## src/rtl/wm_pkg.sv

```systemverilog
// Shared constants, FSM state type and mode encodings for the watermark engine.
package wm_pkg;

  localparam int unsigned PIX_W      = 12;
  localparam int unsigned CH_W       = 4;
  localparam int unsigned FRAME_SIZE = 4096;
  localparam int unsigned SIDE       = 64;

  localparam logic MODE_LSB = 1'b0;
  localparam logic MODE_AVG = 1'b1;

  typedef enum logic [2:0] {
    StIdle,
    StAddr,
    StRead,
    StWrite,
    StFinish
  } wm_state_e;

endpackage

```

## src/rtl/watermark_engine_if.sv

```systemverilog
// Control and pixel-access signals between the engine and its display block.
interface watermark_engine_if;
  import wm_pkg::*;

  logic             start;
  logic             mode;
  logic [PIX_W-1:0] image_pix;
  logic [PIX_W-1:0] water_pix;
  logic [PIX_W-1:0] index;
  logic [PIX_W-1:0] regout;
  logic             busy;
  logic             done;

  modport master (
    output start, mode, image_pix, water_pix,
    input  index, regout, busy, done
  );

  modport slave (
    input  start, mode, image_pix, water_pix,
    output index, regout, busy, done
  );

endinterface

```

## src/rtl/wm_pixel_blend.sv

```systemverilog
// Combinational per-channel blend: LSB embed or 50/50 average of cover and watermark.
module wm_pixel_blend
  import wm_pkg::*;
#(
  parameter int unsigned EMBED_BITS = 1
) (
  input  logic [PIX_W-1:0] img,
  input  logic [PIX_W-1:0] wm,
  input  logic             mode,
  output logic [PIX_W-1:0] out
);

  localparam int unsigned NumCh = PIX_W / CH_W;
  localparam logic [CH_W-1:0] KeepMask = {CH_W{1'b1}} << EMBED_BITS;

  for (genvar c = 0; c < NumCh; c++) begin : g_ch
    logic [CH_W-1:0] i_ch;
    logic [CH_W-1:0] w_ch;
    logic [CH_W:0]   sum;
    logic [CH_W-1:0] lsb_ch;

    assign i_ch   = img[c*CH_W +: CH_W];
    assign w_ch   = wm[c*CH_W +: CH_W];
    // Extra sum bit keeps the carry so the halved result never wraps.
    assign sum    = {1'b0, i_ch} + {1'b0, w_ch};
    assign lsb_ch = (i_ch & KeepMask) | (w_ch >> (CH_W - EMBED_BITS));

    assign out[c*CH_W +: CH_W] = (mode == MODE_AVG) ? sum[CH_W:1] : lsb_ch;
  end

endmodule

```

## src/rtl/watermark_engine.sv

```systemverilog
// Walks the frame index space, blends each cover/watermark pixel pair and
// presents the result to the display block, one pass per start request.
module watermark_engine
  import wm_pkg::*;
#(
  parameter int unsigned SIZE       = FRAME_SIZE,
  parameter int unsigned EMBED_BITS = 1
) (
  input logic               CLK,
  input logic               RST_N,
  watermark_engine_if.slave bus
);

  localparam logic [PIX_W-1:0] LastIdx = PIX_W'(SIZE - 1);

  wm_state_e        state_q, state_d;
  logic [PIX_W-1:0] index_q, index_d;
  logic [PIX_W-1:0] regout_q, regout_d;
  logic             busy_q, busy_d;
  logic             done_q, done_d;
  logic             mode_q, mode_d;
  logic [PIX_W-1:0] blend;

  wm_pixel_blend #(
    .EMBED_BITS(EMBED_BITS)
  ) u_blend (
    .img (bus.image_pix),
    .wm  (bus.water_pix),
    .mode(mode_q),
    .out (blend)
  );

  always_comb begin
    state_d  = state_q;
    index_d  = index_q;
    regout_d = regout_q;
    busy_d   = busy_q;
    done_d   = 1'b0;
    mode_d   = mode_q;
    unique case (state_q)
      StIdle: begin
        if (bus.start) begin
          mode_d  = bus.mode;
          index_d = '0;
          busy_d  = 1'b1;
          state_d = StAddr;
        end
      end
      StAddr:  state_d = StRead;
      StRead: begin
        regout_d = blend;
        state_d  = StWrite;
      end
      StWrite: begin
        if (index_q == LastIdx) begin
          state_d = StFinish;
        end else begin
          index_d = index_q + 12'd1;
          state_d = StAddr;
        end
      end
      StFinish: begin
        // busy/done are registered, so they change on the edge leaving FINISH.
        done_d  = 1'b1;
        busy_d  = 1'b0;
        state_d = StIdle;
      end
      default: state_d = StIdle;
    endcase
  end

  always_ff @(posedge CLK or negedge RST_N) begin
    if (!RST_N) begin
      state_q  <= StIdle;
      index_q  <= '0;
      regout_q <= '0;
      busy_q   <= 1'b0;
      done_q   <= 1'b0;
      mode_q   <= MODE_LSB;
    end else begin
      state_q  <= state_d;
      index_q  <= index_d;
      regout_q <= regout_d;
      busy_q   <= busy_d;
      done_q   <= done_d;
      mode_q   <= mode_d;
    end
  end

  assign bus.index  = index_q;
  assign bus.regout = regout_q;
  assign bus.busy   = busy_q;
  assign bus.done   = done_q;

endmodule

```

## src/flat_wrapper.sv

```systemverilog
// flat-port wrapper written by rule: the top's interface ports become plain ports
module watermark_engine_flat import wm_pkg::*;
#(
  parameter int unsigned SIZE       = FRAME_SIZE,
  parameter int unsigned EMBED_BITS = 1
)
  (CLK, RST_N, bus_start, bus_mode, bus_image_pix, bus_water_pix, bus_index, bus_regout, bus_busy, bus_done);
  watermark_engine_if bus_i ();
  input logic CLK;
  input logic RST_N;
  input wire logic [$bits(bus_i.start)-1:0] bus_start;
  input wire logic [$bits(bus_i.mode)-1:0] bus_mode;
  input wire logic [$bits(bus_i.image_pix)-1:0] bus_image_pix;
  input wire logic [$bits(bus_i.water_pix)-1:0] bus_water_pix;
  output wire logic [$bits(bus_i.index)-1:0] bus_index;
  output wire logic [$bits(bus_i.regout)-1:0] bus_regout;
  output wire logic [$bits(bus_i.busy)-1:0] bus_busy;
  output wire logic [$bits(bus_i.done)-1:0] bus_done;
  assign bus_i.start = bus_start;
  assign bus_i.mode = bus_mode;
  assign bus_i.image_pix = bus_image_pix;
  assign bus_i.water_pix = bus_water_pix;
  assign bus_index = bus_i.index;
  assign bus_regout = bus_i.regout;
  assign bus_busy = bus_i.busy;
  assign bus_done = bus_i.done;
  watermark_engine #(.SIZE(SIZE), .EMBED_BITS(EMBED_BITS)) u_core (.CLK(CLK), .RST_N(RST_N), .bus(bus_i));
endmodule
```

## config.mk

```make
export PLATFORM = sky130hd
export DESIGN_NAME = watermark_engine_flat
export DESIGN_NICKNAME = d
export VERILOG_FILES = /design/src/rtl/wm_pkg.sv /design/src/rtl/watermark_engine_if.sv /design/src/rtl/wm_pixel_blend.sv /design/src/rtl/watermark_engine.sv /design/src/flat_wrapper.sv
export SDC_FILE = /design/constraint.sdc
export NUM_CORES = 1
export LEC_CHECK = 0
export ABC_CLOCK_PERIOD_IN_PS = 1800
export BUFFER_PORTS_ARGS = -buffer_cell sky130_fd_sc_hd__buf_2
export CAP_MARGIN = 0
export CORE_MARGIN = 2
export CORE_UTILIZATION = 50
export CTS_CLUSTER_SIZE = 30
export DETAILED_ROUTE_END_ITERATION = 12
export GPL_TIMING_DRIVEN = 0
export PLACE_DENSITY = 0.77
export SETUP_SLACK_MARGIN = 0.1
export SYNTH_ARGS = -nofsm -noshare
export SYNTH_HDL_FRONTEND = slang
export SYNTH_SLANG_ARGS = --single-unit
```

## constraint.sdc

```tcl
create_clock -name CLK -period 1.8 [get_ports CLK]
set_input_delay 0.27 -clock CLK [delete_from_list [all_inputs] [get_ports CLK]]
set_output_delay 0.27 -clock CLK [all_outputs]
set_load 0.05 [all_outputs]
```

==> qor.csv <==
metric,value,unit
Final Skew,0.007202,ns
initial antenna violation count,0,
GRT Resource Usage Total,0.2140,
clock period minus worst slack,1.639,ns
critical path launch point type,flop,
number of synthesized flops with an enable pin,0,
Site Rows,22,
CP Capture Type,flop,
CP Buf/Inv Count,1,
mean area per synthesized cell,9.644,µm²
worst hold path class,input pin to asynchronous set/reset pin,
Critical Path Max Stage Delay,0.39,ns
Pwr Density,637.9,nW/µm²
metal2 WL,2021,µm
Vias,1731,
largest net degree at the start of global routing,31,
Mapped Nets,243,
Longest Clk Path Bufs,2,
DR vias/cell,5.409,
Initial Utilization,0.5242,
area grow syn2layout,28.13,%
Die W,66.42,µm
CTS H-tree depth,2,
Post-layout nets,312,
Peak VDD IR,0.0003305,V
WL met3,181,µm
normalized max-slew margin,0.5482,
"Setup violations, final",0,
CTS root buffer,clkbuf_8,
CORE AREA,3716,µm²
crit path max fanout,10,
detailed-placement wirelength estimate,3134,µm
Worst EP required,1.97,ns
number of buffers inserted by port buffering,53,
Critical Path AT,1.81,ns
pre-CTS WS,0.1349,ns
most frequent cells in the layout,"55 x buf_2, 19 x nand2_1, 18 x dfrtp_1, 13 x o21ai_1",
Critical R2R Launch,u_core.state_q[0],
post-synth top area share,0.3854,
Top Layer Used,met4,
GPL Wtd Cong,0.8147,
Final Worst Setup Slack,0.1611,ns
measured slew at the worst slew-check pin,0.6778,ns
Die ar.,4412,µm²
Routed WL per cell,13.23,µm
sequential-to-total area share from yosys stat,0.3854,
area of the multi-input gates,1126,µm²
crit path cell chain,buf_6 -> nor3b_4 -> a21oi_4 -> or3_4 -> a211o_1,
placed insts,303,
fillers,299,
predominant post-synthesis flop cell,dfrtp_1,
I/O pin count,54,
total grt overflow,0,
WL met1,1982,µm
Achievable Freq,610.2,MHz
max-cap violations,0,
Post-Syn Area,1948,µm²
first-pass GRT wire length,7127,µm
Async SR Flop Fraction,1.000,
biggest area consumer among synthesized cells,dfrtp_1,
status,finished clean,
CTS Hold Buffers Added,0,
crit-path leading delay family,simple AND/OR/NAND/NOR gates,
max-slew violation count,0,
Die Ht,66.42,µm
RSZ-0062 raised after global routing,true,
total of warnings raised by yosys,0,
FF-to-FF path depth,5,
diodes inserted,0,
clock slew at reported path FFs,0.06,ns
Final ANT Viol Nets,0,
vias in the first global route,1585,
Clock Latency Late Sink,0.28,ns
clk sinks,30,
Yosys reg bits,30,
Synth area leaders,"dfrtp_1 39%, ha_1 6.4%, nand2_1 3.7%, o21ai_1 3.3%, fa_1 3.1%",
Post-Syn Instances,202,
"most common cell after layout, fill and taps aside",buf_2,
total power,1.592,mW
P_leak,1.122,nW
fin crit share,0.9105,
Yosys cell types,47,
Finished Layout Cells,320,
layout cells sized above 1,0.3824,
RR Endpoint,u_core.bus.index[9],
"Worst Path Class, Setup",flop to flop,
DRT iter0 DRCs,103,
drt pass-1 iters,4,
DRC Markers,0,
"reg-to-reg slack, setup",0.16,ns
CTS tree,yes,
setup TNS,0,ns
Routed WL,4235,µm
Final Hold Vio Count,0,
FF/Latch Area,765.7,µm²
total CTS buffers,5,
CP max stage cell,or3_4,
[cells in the mapped netlist (3+ instances only)]
cell type	n
nor3b_1	4
a31oi_1	7
dfrtp_1	30
xor2_1	3
nor2b_1	4
inv_1	11
buf_2	4
xnor2_1	5
nand2_1	19
mux2i_1	6
nor2_1	12
o21ai_1	13
clkbuf_1	4
and3b_1	4
o21ai_0	6
nand4_1	3
o31ai_2	3
ha_1	10
a31o_2	3
fa_1	3
a21oi_1	10
nand3_1	7
[cells by family after synthesis]
group | share of synthesized area
AND/OR/NAND/NOR | 0.2203
AO/OA/AOI/OAI | 0.1721
flip-flops | 0.3854
buffers and inverters | 0.05459
adder cells (fa/ha/maj) | 0.09506
XOR/XNOR | 0.03597
multiplexers | 0.03661
[what timing repair did]
action,CTS,global route
endpoints found under the hold margin,0,0
setup endpoints to repair,0,14
setup buffers,0,10
gates resized for setup,0,5
[per-stage QoR]
stage	cell area, µm²	hold slack [ns]	util
4_1_cts	2410	0.04716	0.6485
2_1_floorplan	1993	-0.02559	-
3_5_place_dp	2318	0.3468	0.6239
6_report	2496	0.02198	0.6717
5_1_grt	2496	0.07341	0.6717
3_3_place_gp	2318	0.3438	0.6239
[state kept, by name (all words and copies together), names as in the netlist]
signal and count:
u_core.bus.busy 1, u_core.state_q 3, u_core.mode_q 1, u_core.bus.done 1, u_core.bus.index 12, u_core.bus.regout 12
[report_power, final]
part | switching (mW) | internal (mW)
sequential | 0.0138 | 0.704
clock | 0.245 | 0.308
combinational | 0.210 | 0.113
[worst reg2reg max path, cell delays in order (launching register included)]
cell and delay, ns:
dfrtp_1 0.37, buf_6 0.15, nor3b_4 0.30, a21oi_4 0.06, or3_4 0.40, a211o_1 0.26
[routing by layer]
metal  GRT usage  vias up
met4     0.06122        0
li1            -      867
met3     0.05622        5
met1      0.2832      816
met2      0.3438       43
met5           0        -
[worst max path at each step]
stage	from	end	slack (ns)	depth (start not counted)
after CTS	u_core.state_q[0]	u_core.bus.index[9]	0.12	5
after floorplan	u_core.bus.index[5]	u_core.bus.index[3]	0.10	6
after global routing	u_core.bus.index[0]	u_core.bus.index[8]	0.04	5
after detailed placement	u_core.state_q[0]	u_core.bus.index[9]	0.13	5
after global placement	u_core.state_q[0]	u_core.bus.index[9]	0.14	5
final	u_core.state_q[0]	u_core.bus.index[9]	0.16	5
[cell type report]
class,instances,area share
multi-input cells,150,0.4511
flip-flops and latches,30,0.3068
repair buffers,62,0.1333
clock buffers,7,0.03459
plain buffers,11,0.03158
well taps,48,0.02406
inverters,11,0.01654
clock inverters,1,0.002005
(Power assumes the default switching activity.)
